--- config.mk ---
export PLATFORM = sky130hd
export DESIGN_NAME = vga_stream_gen
export DESIGN_NICKNAME = d
export VERILOG_FILES = /design/src/rtl/vga_stream_gen_pkg.sv /design/src/rtl/vga_stream_gen_axis_counter.sv /design/src/rtl/vga_stream_gen.sv
export SDC_FILE = /design/constraint.sdc
export NUM_CORES = 1
export LEC_CHECK = 0
export CAP_MARGIN = 20
export CORE_UTILIZATION = 57
export DETAILED_ROUTE_END_ITERATION = 12
export PLACE_DENSITY_LB_ADDON = 0.05
export SLEW_MARGIN = 20
export SYNTH_ARGS = -nofsm -noshare
export SYNTH_HDL_FRONTEND = slang
export SYNTH_SLANG_ARGS = --single-unit
--- constraint.sdc ---
create_clock -name px_clk -period 4.3 [get_ports px_clk]
set_input_delay 0.43 -clock px_clk [delete_from_list [all_inputs] [get_ports px_clk]]
set_output_delay 0.43 -clock px_clk [all_outputs]
set_load 0.01 [all_outputs]
--- src/rtl/vga_stream_gen_pkg.sv ---
// vga_stream_gen_pkg: stream word layout shared by the video pipeline blocks
// Word (26 bits, MSB first): rgb[25:23] (B=25, G=24, R=23), xc[22:13], yc[12:3], hs[2], vs[1], active[0]
package vga_stream_gen_pkg;
  localparam int stream_w = 26;
  typedef struct packed {
    logic [2:0] rgb;
    logic [9:0] xc;
    logic [9:0] yc;
    logic       hs;
    logic       vs;
    logic       active;
  } rgb_str_t;
  function automatic rgb_str_t idle_word(input logic hs_act, input logic vs_act);
    idle_word = '{rgb: 3'b000, xc: 10'd0, yc: 10'd0, hs: ~hs_act, vs: ~vs_act, active: 1'b0};
  endfunction
endpackage

--- src/rtl/vga_stream_gen_axis_counter.sv ---
// vga_axis_counter: one VGA timing axis, counter plus sync/visible decode
// Ports: clk, rst (sync, active-high), ce (enable), inc (advance request),
//        cnt (position), wrap (inc on last position), sync (sync level), vis (in visible region)
module vga_axis_counter #(
  parameter int   res = 640,
  parameter int   fp  = 16,
  parameter int   sw  = 96,
  parameter int   bp  = 48,
  parameter logic act = 1'b0
) (
  input  logic       clk,
  input  logic       rst,
  input  logic       ce,
  input  logic       inc,
  output logic [9:0] cnt,
  output logic       wrap,
  output logic       sync,
  output logic       vis
);
  localparam int tot = res + fp + sw + bp;
  if (tot > 1024 || tot < 1) begin : g_range_err
    $error("vga_axis_counter: total %0d outside 1..1024", tot);
  end
  // Compare on 11 bits so a region boundary of exactly 1024 stays representable
  localparam logic [10:0] last    = 11'(tot - 1);
  localparam logic [10:0] sync_lo = 11'(res + fp);
  localparam logic [10:0] sync_hi = 11'(res + fp + sw);
  localparam logic [10:0] vis_end = 11'(res);
  logic [10:0] c11;
  assign c11  = {1'b0, cnt};
  assign wrap = inc && c11 == last;
  assign sync = (c11 >= sync_lo && c11 < sync_hi) ? act : ~act;
  assign vis  = c11 < vis_end;
  always_ff @(posedge clk)
    if (rst) cnt <= '0;
    else if (ce && inc) cnt <= wrap ? '0 : cnt + 10'd1;
endmodule

--- src/rtl/vga_stream_gen.sv ---
// vga_stream_gen: VGA timing source emitting one 26-bit RGB stream word per enabled pixel
// Ports: px_clk, reset (sync, active-high, dominates ce), ce (pixel enable, holds all state when low),
//        RGBStr_o (stream word), frame_start (word at 0,0), line_start (word at xc=0)
module vga_stream_gen
  import vga_stream_gen_pkg::*;
#(
  parameter int         hres     = 640,
  parameter int         hfp      = 16,
  parameter int         hsw      = 96,
  parameter int         hbp      = 48,
  parameter int         vres     = 480,
  parameter int         vfp      = 10,
  parameter int         vsw      = 2,
  parameter int         vbp      = 33,
  parameter logic       hs_act   = 1'b0,
  parameter logic       vs_act   = 1'b0,
  parameter logic [2:0] bg_color = 3'b000
) (
  input  logic                px_clk,
  input  logic                reset,
  input  logic                ce,
  output logic [stream_w-1:0] RGBStr_o,
  output logic                frame_start,
  output logic                line_start
);
  logic [9:0] hc, vc;
  logic       h_wrap, v_wrap, hs, vs, h_vis, v_vis, active, at_origin;
  rgb_str_t   word;
  vga_axis_counter #(.res(hres), .fp(hfp), .sw(hsw), .bp(hbp), .act(hs_act)) u_h (
    .clk(px_clk), .rst(reset), .ce(ce), .inc(1'b1),
    .cnt(hc), .wrap(h_wrap), .sync(hs), .vis(h_vis)
  );
  vga_axis_counter #(.res(vres), .fp(vfp), .sw(vsw), .bp(vbp), .act(vs_act)) u_v (
    .clk(px_clk), .rst(reset), .ce(ce), .inc(h_wrap),
    .cnt(vc), .wrap(v_wrap), .sync(vs), .vis(v_vis)
  );
  assign active = h_vis && v_vis;
  assign word   = '{rgb: active ? bg_color : 3'b000, xc: hc, yc: vc, hs: hs, vs: vs, active: active};
  // at_origin tracks (hc,vc)==(0,0): set on reset and after the last pixel of the frame
  always_ff @(posedge px_clk)
    if (reset) begin
      RGBStr_o    <= idle_word(hs_act, vs_act);
      frame_start <= 1'b0;
      line_start  <= 1'b0;
      at_origin   <= 1'b1;
    end else if (ce) begin
      RGBStr_o    <= word;
      frame_start <= at_origin;
      line_start  <= hc == 10'd0;
      at_origin   <= v_wrap;
    end
endmodule
==> results.sh, run 1 <==
export IMPL_status="finished clean"
export IMPL_p_leak_uw=0.000860
export IMPL_cp_data_required_time_ns=4.61
export IMPL_netlist_instances=216
export IMPL_detailed_place_hpwl_um=2750
export IMPL_initial_utilization=0.602
export IMPL_setup_worst_path_class="in2reg"
export IMPL_layout_worst_path_cycle_share=0.529
export IMPL_synth_ff_latch_count=46
export IMPL_antenna_found_initial=0
export IMPL_timing_final_max_slew_violations=0
export IMPL_drt_iter0_markers=61
export IMPL_clock_sinks=46
export IMPL_setup_worst_path_start_class="primary input"
export IMPL_clkSlewWorstSetupHoldPaths_ns=0.13
export IMPL_timing_fmax_mhz=440
export IMPL_root_buffer="clkbuf_4"
export IMPL_pin_count_of_the_biggest_net_entering_global_routing=41
export IMPL_synth_largest_area_cell="dfxtp_1"
export IMPL_synth_area_leaders="dfxtp_1 (45%), mux2i_1 (10%), nor2_1 (4.8%), a21oi_1 (3.0%), nand3_1 (3.0%)"
export IMPL_ys_warns=0
export IMPL_postCtsSetupRepairBufs=0
export IMPL_floorplan_rows=21
export IMPL_number_of_global_route_vias_before_repair=1423
export IMPL_finalPower_uw=684
export IMPL_via_count=1604
export IMPL_globalRouteTotalUtil=0.235
export IMPL_ys_async_sr_fraction=0
export IMPL_route_detailed_wl_per_inst_um=13.4
export IMPL_critPathCaptureType="register"
export IMPL_drt_vias_per_instance=5.57
export IMPL_htree_levels=2
export IMPL_worstHoldPathType="reg2reg"
export IMPL_synth_lib_cells_used_distinct=42
export IMPL_cts_resized=0
export IMPL_cts_tree="done"
export IMPL_portion_of_the_post_synthesis_area_used_by_sequential_elements=0.455
export IMPL_max_vdd_ir_drop_mv=0.215
export IMPL_cts_hold_repair_buffers=0
export IMPL_grt_first_pass_wirelength_um=6440
export IMPL_final_setup_skew_ns=0.0133
export IMPL_post_synth_edffs=0
export IMPL_layout_drive_gt1_share=0.0785
export IMPL_portBuffers=27
export IMPL_synthToLayoutAreaGrowth_pct=16.4
export IMPL_antenna_left=0
export IMPL_max_clock_path_buffers=2
export IMPL_die_w_um=61.6
export IMPL_boundaryPins=31
export IMPL_power_per_cell_area_nw_per_um2=290
export IMPL_place_ws_ns=1.65
export IMPL_chipHeight_um=61.6
export IMPL_finalHoldViolations=0
export IMPL_yosys_area_top_type_share=0.455
export IMPL_ys_dominant_reg_cell="dfxtp_1"
export IMPL_drt_pre_antenna_iters=4
export IMPL_die_area_um2=3800
export IMPL_drv_cap=0
export IMPL_synthesis_area_per_instance_um2=9.38
export IMPL_post_route_min_period_ns=2.27
export IMPL_place_congestion=0.781
export IMPL_timing_critical_path_arrival_ns=2.58
export IMPL_rsz0062_at_grt="false"
export IMPL_crit_fanout=32
export IMPL_drc=0
export IMPL_diodes=0
export IMPL_global_route_overflow_total=0
export IMPL_post_synth_instance_area_um2=2030
export IMPL_postRouteWirelength_um=3850
export IMPL_clk_insertion_delay_late_ns=0.36
export IMPL_postLayoutSetupSlackWorst_ns=2.03
export IMPL_final_setup_tns_ns=0
export IMPL_numCtsBuffers=5
export IMPL_fp_coreArea_um2=3360
export IMPL_timing_final_setup_violations=0
export IMPL_nets=248
## path summary, 6_finish.rpt
| kind | startpoint | end | slack [ns] | depth (start not counted) |
|---|---|---|---|---|
| setup / recovery | ce | u_v.cnt[8] | 2.03 | 6 |
| setup reg to reg | u_h.cnt[1] | u_v.cnt[8] | 2.35 | 5 |
| hold / removal | line_start | line_start | 0.48 | 2 |
| hold reg to reg | line_start | line_start | 0.48 | 2 |
## power breakdown
part / internal [uW] / switching, uW / total, uW
registers: 431 / 4.03 / 435
clock network: 79.4 / 130 / 210
logic: 17.2 / 22.0 / 39.2
## cells by family (layout without fill, tap and decap cells)
group                      count (synthesis)  after routing  synth area share
and+or+nand+nor                           88             88             0.240
DFF                                       46             46             0.455
AOI/OAI and AO/OA                         28             28            0.0883
muxes                                     21             21             0.104
buffers and inverters                     20             44            0.0519
xor gates and xnor gates                   8              8            0.0346
adders and majority gates                  4              4            0.0247
other                                      1              3           0.00185
## metrics by stage
stage | utilization | hold WS, ns | std cells | instance area (um^2)
2_1_floorplan | - | 0.430 | 218 | 2030
3_3_place_gp | 0.683 | 0.453 | 280 | 2300
3_5_place_dp | 0.683 | 0.457 | 280 | 2300
4_1_cts | 0.701 | 0.480 | 288 | 2360
5_1_grt | 0.701 | 0.512 | 288 | 2360
6_report | 0.701 | 0.481 | 288 | 2360
## cells in the final DEF, fill, tap and decap left out, types with 2 or more instances in the layout
master	instances
inv_1	7
ha_1	4
nor4_1	2
clkdlybuf4s50_1	27
mux2i_1	21
nand4_1	6
o21ai_0	5
nor2b_1	2
or3_1	2
nor2_1	26
or4_1	4
a21oi_1	12
xor2_1	3
conb_1	3
nor3_1	12
a31o_2	2
nand2_1	8
dfxtp_1	46
buf_4	2
o31ai_1	4
nand3_1	12
and2_1	2
xnor2_1	5
clkbuf_4	5
## per-layer routing
metal  share of wire  GRT usage  vias up
met5               0          0        -
met4           0.016     0.0984        0
met3           0.031     0.0693        6
met1            0.47      0.302      756
li1                -          -      816
met2            0.48      0.367       26
## state kept, by name, summed over array words and instances (netlist names)
register and flops:
line_start 1, at_origin 1, frame_start 1, u_v.cnt 10
RGBStr_o 23, u_h.cnt 10
## cell type report
type	instances	area, um^2
multi-input combinational	152	1010
fill	284	1010
sequential	46	921
timing repair buffer	29	285
tap	46	57.6
clock buffer	7	55.1
inverter	7	26.3
clock inverter	1	5.00
## worst max-delay path, stage by stage
cell and delay, ns:
clkdlybuf4s50_1 0.46, buf_4 0.40, and2_1 0.34, nand4_4 0.25, or4_1 0.56, a21oi_1 0.15
## synthesized netlist by cell type, drive strengths merged, types with 4 or more instances
cell type and instances:
dfxtp 46, nor2 26, mux2i 21, nor3 13
a21oi 12, nand3 12, buf 8, nand2 8
inv 7, nand4 7, clkbuf 5, o21ai 5
xnor2 5, ha 4, o31ai 4, or4 4
No activity file was read; power rests on OpenSTA's default activity.
==> inputs of run 2 (changes only) <==
--- a/config.mk
+++ b/config.mk
@@ -6,7 +6,7 @@
 export NUM_CORES = 1
 export LEC_CHECK = 0
 export CAP_MARGIN = 20
-export CORE_UTILIZATION = 57
+export CORE_UTILIZATION = 48
 export DETAILED_ROUTE_END_ITERATION = 12
 export PLACE_DENSITY_LB_ADDON = 0.05
 export SLEW_MARGIN = 20
==> constraint.sdc (replaced) <==
create_clock -name px_clk -period 1.9 [get_ports px_clk]
set_input_delay 0.19 -clock px_clk [delete_from_list [all_inputs] [get_ports px_clk]]
set_output_delay 0.19 -clock px_clk [all_outputs]
set_load 0.01 [all_outputs]
==> run 2 against run 1 <==
  * Global-route usage fell by 1.6 points
  * Largest cell class unchanged
  * First-iteration DRC count is 66% higher
  * Power increased by 150%
  * Critical path depth unchanged
==> results.sh, run 2 (synthesis gave the netlist of run 1 again) <==
export IMPL_crit_fanout=5
export IMPL_die_area_um2=4480
export IMPL_detailed_place_hpwl_um=3240
export IMPL_postRouteWirelength_um=4480
export IMPL_largest_register_ff_count=23
export IMPL_pin_count_of_the_biggest_net_entering_global_routing=20
export IMPL_regToRegStartpoint="u_v.cnt[1]"
export IMPL_diodes=0
export IMPL_max_clock_path_buffers=2
export IMPL_layout_worst_path_cycle_share=0.952
export IMPL_max_vdd_ir_drop_mv=0.653
export IMPL_setup_worst_path_class="reg2reg"
export IMPL_globalRouteTotalUtil=0.219
export IMPL_rsz0062_at_grt="false"
export IMPL_antenna_left=0
export IMPL_most_common_library_cell_in_the_layout_ignoring_fill_and_taps="dfxtp_1"
export IMPL_boundaryPins=31
export IMPL_synthToLayoutAreaGrowth_pct=23.5
export IMPL_drt_iter0_markers=101
export IMPL_nets=261
export IMPL_post_route_min_period_ns=1.81
export IMPL_antenna_found_initial=0
export IMPL_worst_r2r_cell_count=6
export IMPL_clock_sinks=46
export IMPL_place_congestion=0.827
export IMPL_timing_fmax_mhz=553
export IMPL_final_setup_skew_ns=0.00829
export IMPL_htree_levels=2
export IMPL_worstHoldPathType="reg2reg"
export IMPL_portBuffers=27
export IMPL_final_cell_mix="dfxtp_1 (46), clkdlybuf4s50_1 (27), nor2_1 (26)"
export IMPL_final_setup_tns_ns=0
export IMPL_timing_final_max_slew_violations=0
export IMPL_timing_critical_path_arrival_ns=2.01
export IMPL_cts_tree="done"
export IMPL_root_buffer="clkbuf_8"
export IMPL_chipHeight_um=67.0
export IMPL_cp_data_required_time_ns=2.10
export IMPL_largest_registers="RGBStr_o x23, u_h.cnt x10, u_v.cnt x10"
export IMPL_die_w_um=67.0
export IMPL_fp_coreArea_um2=4030
export IMPL_layout_drive_gt1_share=0.129
export IMPL_power_per_cell_area_nw_per_um2=682
export IMPL_grt_first_pass_wirelength_um=7270
export IMPL_timing_final_setup_violations=0
export IMPL_setup_reg_to_reg_worst_slack_ns=0.09
export IMPL_floorplan_rows=23
export IMPL_setup_worst_path_start_class="register"
export IMPL_via_count=1674
export IMPL_global_route_overflow_total=0
export IMPL_drv_cap=0
export IMPL_crit_reg2reg_capture="u_v.cnt[1]"
export IMPL_cp_endpoint="u_v.cnt[1]"
export IMPL_critPathCaptureType="register"
export IMPL_dp_cells=296
export IMPL_route_detailed_wl_per_inst_um=14.7
export IMPL_drc=0
export IMPL_clk_insertion_delay_late_ns=0.30
export IMPL_numCtsBuffers=5
export IMPL_largest_register="RGBStr_o"
export IMPL_drt_pre_antenna_iters=4
export IMPL_drt_vias_per_instance=5.49
export IMPL_p_leak_uw=0.000937
export IMPL_critical_path_startpoint="u_v.cnt[1]"
export IMPL_clkSlewWorstSetupHoldPaths_ns=0.09
export IMPL_finalHoldViolations=0
export IMPL_instances_no_fill=305
export IMPL_number_of_global_route_vias_before_repair=1558
export IMPL_initial_utilization=0.503
export IMPL_status="finished clean"
[run 2: cell types whose count changed in the layout (fill, tap and decap cells not counted), sizes merged]
| cell | delta |
|---|---|
| clkbuf | -1 |
| clkinvlp | +1 |
| buf | +13 |
[run 2: layout make-up]
cell class	instances	area (um^2)
well taps	50	62.6
clock inverters	2	12.5
flip-flops and latches	46	921
multi-input cells	152	1010
clock buffers	6	82.6
inverters	7	26.3
repair buffers	42	383
fillers	359	1530
[run 2: worst max-delay path: stages (launching register included)]
cell	delay [ns]
dfxtp_1	0.37
inv_1	0.12
ha_1	0.17
nor4b_1	0.37
nand4_1	0.25
buf_4	0.21
a31o_2	0.22
[run 2: how the worst min path moves through the flow]
stage | from | end | slack, ns | cells after the start
after global routing | RGBStr_o[0] | RGBStr_o[0] | 0.51 | 2
after floorplan | at_origin | at_origin | 0.43 | 1
after global placement | line_start | line_start | 0.46 | 2
after CTS | line_start | line_start | 0.48 | 2
after detailed placement | line_start | line_start | 0.46 | 2
final | line_start | line_start | 0.48 | 2
[run 2: metal layers]
layer	global-route usage	vias up	share of wire
li1	-	836	-
met1	0.271	799	0.47
met2	0.362	31	0.49
met3	0.0462	8	0.025
met4	0.0931	0	0.013
met5	0	-	0
[run 2: what timing repair did]
action	CTS	global route
hold endpoints to repair	0	0
setup endpoints to repair	0	8
hold buffers	0	0
setup buffers	0	1
resized for setup	0	1
[run 2: per-stage QoR]
step	hold WS, ns	cell area, um^2	utilization	setup slack [ns]	power (uW)
4_1_cts	0.476	2490	0.617	0.0699	1720
5_1_grt	0.512	2500	0.621	0.0440	1770
3_3_place_gp	0.456	2390	0.594	0.104	1110
2_1_floorplan	0.430	2030	-	0.244	1070
3_5_place_dp	0.457	2390	0.594	0.0498	1110
6_report	0.476	2500	0.621	0.0915	1710
[run 2: power by group]
| group | total, uW | leakage [uW] | switching [uW] | internal (uW) |
|---|---|---|---|---|
| sequential | 980 | 0.000372 | 6.23 | 974 |
| combinational | 108 | 0.000518 | 58.5 | 49.3 |
| clock | 618 | 0.0000472 | 325 | 293 |
| total | 1710 | 0.000937 | 390 | 1320 |
